==> src/rtl/soc_reset_sequencer.sv <==
// soc_reset_sequencer: debounced button reset with staged peripheral/CPU release; watchdog built only with SOC_RESET_WDT_EN
module soc_reset_sequencer #(
  parameter int unsigned SYNC_STAGES     = 2,
  parameter int unsigned DEBOUNCE_CYCLES = 50000,
  parameter int unsigned HOLD_CYCLES     = 1024,
  parameter int unsigned STAGGER_CYCLES  = 256,
  parameter logic [31:0] WDT_CYCLES      = 32'd100_000_000
) (
  input  logic       clk,
  input  logic       rst,
  input  logic       ext_resetn,
  input  logic       wdt_kick,
  output logic       periph_resetn,
  output logic       cpu_resetn,
  output logic [1:0] reset_cause,
  output logic       wdt_fired
);
  localparam int unsigned DW   = $clog2(DEBOUNCE_CYCLES + 1);
  localparam int unsigned CMAX = HOLD_CYCLES > STAGGER_CYCLES ? HOLD_CYCLES : STAGGER_CYCLES;
  localparam int unsigned CW   = $clog2(CMAX + 1);
  localparam logic [DW-1:0] D_LAST = DW'(DEBOUNCE_CYCLES - 1);
  localparam logic [CW-1:0] H_LAST = CW'(HOLD_CYCLES - 1);
  localparam logic [CW-1:0] S_LAST = CW'(STAGGER_CYCLES - 1);
  typedef enum logic [1:0] {HOLD, PERIPH_UP, RUN} state_t;
  state_t state, nxt;
  logic [SYNC_STAGES-1:0] sync;
  logic s, btn, expire;
  logic [DW-1:0] dcnt;
  logic [CW-1:0] cnt, cnt_nxt;
  logic [1:0] cause_nxt;
  assign s = sync[SYNC_STAGES-1];
  // bring the raw button into the clock domain
  always_ff @(posedge clk) sync <= rst ? '0 : {sync[SYNC_STAGES-2:0], ext_resetn};
  // adopt a new level only after DEBOUNCE_CYCLES consecutive disagreeing samples
  always_ff @(posedge clk) begin
    if (rst) begin
      btn  <= 1'b0;
      dcnt <= '0;
    end else if (s == btn || dcnt == D_LAST) begin
      btn  <= s;
      dcnt <= '0;
    end else begin
      dcnt <= dcnt + 1'b1;
    end
  end
  // next state, shared counter and reset cause; losing the button outranks watchdog expiry
  always_comb begin
    nxt       = state;
    cnt_nxt   = '0;
    cause_nxt = reset_cause;
    if (state != HOLD && !btn) begin
      nxt       = HOLD;
      cause_nxt = 2'b10;
    end else if (expire) begin
      nxt       = HOLD;
      cause_nxt = 2'b11;
    end else if (state == HOLD && btn) begin
      nxt     = cnt == H_LAST ? PERIPH_UP : HOLD;
      cnt_nxt = cnt == H_LAST ? '0 : cnt + 1'b1;
    end else if (state == PERIPH_UP) begin
      nxt     = cnt == S_LAST ? RUN : PERIPH_UP;
      cnt_nxt = cnt == S_LAST ? '0 : cnt + 1'b1;
    end
  end
  // state register and reset outputs registered from the next state
  always_ff @(posedge clk) begin
    if (rst) begin
      state         <= HOLD;
      cnt           <= '0;
      periph_resetn <= 1'b0;
      cpu_resetn    <= 1'b0;
      reset_cause   <= 2'b01;
    end else begin
      state         <= nxt;
      cnt           <= cnt_nxt;
      periph_resetn <= nxt != HOLD;
      cpu_resetn    <= nxt == RUN;
      reset_cause   <= cause_nxt;
    end
  end
`ifdef SOC_RESET_WDT_EN
  logic [31:0] wcnt;
  assign expire = state == RUN && btn && !wdt_kick && wcnt == WDT_CYCLES - 1;
  // watchdog counts RUN cycles since entry or the last kick
  always_ff @(posedge clk) begin
    wcnt      <= (rst || state != RUN || nxt != RUN || wdt_kick) ? '0 : wcnt + 1'b1;
    wdt_fired <= !rst && expire;
  end
`else
  logic unused_kick;
  assign unused_kick = wdt_kick;
  assign expire      = 1'b0;
  assign wdt_fired   = 1'b0;
`endif
endmodule

==> config.mk <==
export PLATFORM = sky130hd
export DESIGN_NAME = soc_reset_sequencer
export DESIGN_NICKNAME = d
export VERILOG_FILES = /design/src/rtl/soc_reset_sequencer.sv
export SDC_FILE = /design/constraint.sdc
export NUM_CORES = 1
export LEC_CHECK = 0
export CORE_ASPECT_RATIO = 1.1
export CORE_MARGIN = 5
export CORE_UTILIZATION = 50
export DETAILED_ROUTE_END_ITERATION = 6
export GPL_ROUTABILITY_DRIVEN = 0
export GPL_TIMING_DRIVEN = 0
export PLACE_DENSITY = 0.73
export SLEW_MARGIN = 10
export SYNTH_ARGS = -nofsm -noshare
export SYNTH_HDL_FRONTEND = slang
export SYNTH_SLANG_ARGS = --single-unit
==> constraint.sdc <==
create_clock -name clk -period 2.31 [get_ports clk]
set_clock_uncertainty 0.15 [all_clocks]
set_input_delay 0.462 -clock clk [delete_from_list [all_inputs] [get_ports clk]]
set_output_delay 0.462 -clock clk [all_outputs]
set_load 0.1 [all_outputs]
==> impl_metrics.toml <==
[run_status]
run_status = "finished clean"

[timing]
fin_setup_tns_ns = 0
layout_min_cycle_time_ns = 2.126
finalCritPeriodShare_pct = 92.04
slew_headroom_pct = 36.51
drv_slew = 0
fmax_ghz = 0.4703
hold_viol = 0
rsz0062_at_grt = "no"
setup_viol = 0
worst_pin_slew_ns = 0.9561

[pwr]
p_per_area_nw_per_um2 = 578.0
leakage_nw = 0.5197
ir_worst_vdd_v = 0.0004736

[logic_synthesis]
ys_types = 34
synthFlopType = "dfxtp_1"
synth_top_area_share_pct = 46.49
netlist.top_cell.by_area = "dfxtp_1"
synth_area_leaders = "dfxtp_1 46%, xnor2_1 9.6%, nor2_1 8.7%"
synth-edff-count = 0
syn_area_per_cell_sq_um = 9.173
seq_area_frac_synth_pct = 46.49
syn-cell-area_sq_um = 1550
syn_inst = 169
ys_ff_latch = 36
synth-async-reset-ratio_pct = 0
ys_warn_count = 0
syn-num-nets = 175

[global_route]
grt_pass1_wl_um = 4698
antenna_found_initial = 0
grt_overflow = 0
grtUsageTotal_pct = 13.70
grt_max_degree = 12
grt_pass1_vias = 1079

[clocking]
cts_buffer_depth = 2
htreeDepth = 2
clk_pin_slew_ns = 0.10
cts_sinks = 36
cts_made_buffers = 5
cts_tree = "yes"
root_buffer = "clkbuf_4"
cts_hold_buf = 0
clk_latency_ns = 0.32

[cells_and_area]
fin_area_sq_um = 1710
fill_cells = 268
antenna_cells = 0
layout.nets = 188
syn_to_final_growth_pct = 10.33
drive_gt1_share_pct = 9.836
final_cells = 217

[floorplanning]
pin_count = 9
start_util_pct = 51.30
core_area_sq_um = 3022
die_x_um = 63.09
die_h_um = 68.40
rows = 21
dieArea_sq_um = 4315

[setup_path]
required_ns = 1.70
cp-end-kind = "primary output"
cpLargestDelayFamily = "buffers and inverters"
critical_path_peak_fanout = 2
crit_path_max_incr_delay_ns = 0.85
timing.reg2reg.setup_slack_ns = 0.34
critPathSlowestCell = "dlygate4sd2_1"
path_buf_inv = 1
path_class = "register to primary output"
cp.arrival_ns = 1.51
reg2reg_depth = 5
startpoint_type = "register"
crit_chain = "dlygate4sd2_1"
worst-path-stages = 1

[placement]
hpwl_um = 1996
place_area_sq_um = 1653
port_buffers = 6
dpl.cell_count = 209

[drt]
wl_per_cell_um = 12.14
drc_errors = 0
drtIter0Drc = 48
first_pass_iters = 4
routed_via_density = 5.401
wl_um = 2635
drtAntennaViolNets = 0
vias = 1172

[min_path]
min_path_type = "register to register"
min_path_cells = 1

[flow_run]
cap_violations = 0
==> synth_stat cells (all sizes together) (4+ instances only) <==
| cell type | instances |
|---|---|
| buf | 4 |
| dfxtp | 36 |
| inv | 6 |
| nand2 | 5 |
| nand2b | 4 |
| nand3 | 9 |
| nand4 | 6 |
| nor2 | 36 |
| nor3 | 7 |
| nor4 | 6 |
| o21ai | 4 |
| xnor2 | 17 |
| xor2 | 6 |
==> layout make-up <==
class	instances	area [sq um]	share of cell area (%)
timing repair buffer	6	55.05	3.219
clock buffer	7	55.05	3.219
inverter	6	22.52	1.317
multi-input combinational	123	772.0	45.14
tap	34	42.54	2.487
buffer	4	35.03	2.048
clock inverter	1	7.507	0.4389
sequential	36	720.7	42.14
==> state kept, by name, summed over array words and instances, names as in the netlist <==
register and cells:
periph_resetn 1, reset_cause 2, state 2, btn 1
sync 2, cpu_resetn 1, dcnt 16, cnt 11
==> kinds of logic after synthesis <==
family          synth area share (%)
compound gates                 5.893
fa+ha+maj                      1.614
xor+xnor                       12.99
other cells                   0.2419
simple gates                   28.41
flops                          46.49
buf+inv                        3.712
mux                           0.6457
==> power breakdown <==
group	internal, mW	switching (mW)	leakage, nW
clock	0.149	0.195	0.0315
sequential	0.622	0.00126	0.290
combinational	0.00821	0.0128	0.198
==> layer usage <==
metal / track usage (%) / share of wire, % / vias up
met2: 22.95 / 50 / 19
met5: 0 / 0 / -
met4: 5.836 / 1.6 / 0
met3: 5.255 / 3.0 / 6
li1: - / - / 600
met1: 15.69 / 45 / 547
==> cell usage in the layout, fill, tap and decap left out, types with 2 or more instances in the layout <==
cell type	n
a21oi_1	2
nand3_1	8
nor2b_1	2
inv_1	6
dfxtp_1	36
ha_1	2
nand2b_1	4
buf_6	2
nand4_1	6
nand2_1	5
clkbuf_4	5
nor2_1	36
or3b_2	2
or2_2	2
nor3_1	7
o21ai_0	4
xnor2_1	17
xor2_1	6
nor4_1	6
clkdlybuf4s50_1	2
dlygate4sd2_1	4
==> per-stage QoR <==
| step | utilization (%) | total power, mW | hold slack (ns) | setup WS [ns] |
|---|---|---|---|---|
| 6_report | 56.60 | 0.9885 | 0.3050 | 0.1838 |
| 5_1_grt | 56.60 | 1.037 | 0.3273 | 0.1103 |
| 4_1_cts | 56.60 | 1.000 | 0.3139 | 0.1653 |
| 3_5_place_dp | 54.70 | 0.6589 | 0.2851 | 0.1978 |
| 3_3_place_gp | 54.70 | 0.6586 | 0.2788 | 0.2529 |
| 2_1_floorplan | - | 0.6527 | 0.2638 | 0.5807 |
==> path summary, 6_finish.rpt <==
check,to,start
worst min-delay path,sync[1],sync[0]
worst max-delay path,reset_cause[0],reset_cause[0]
worst min register to register,sync[1],sync[0]
worst max register to register,state[0],cnt[0]
==> what timing repair did <==
item                       CTS  global route
resized for setup            4             0
setup buffers                0             0
setup endpoints to repair    4             0
No activity file was read; power rests on OpenSTA's default activity.
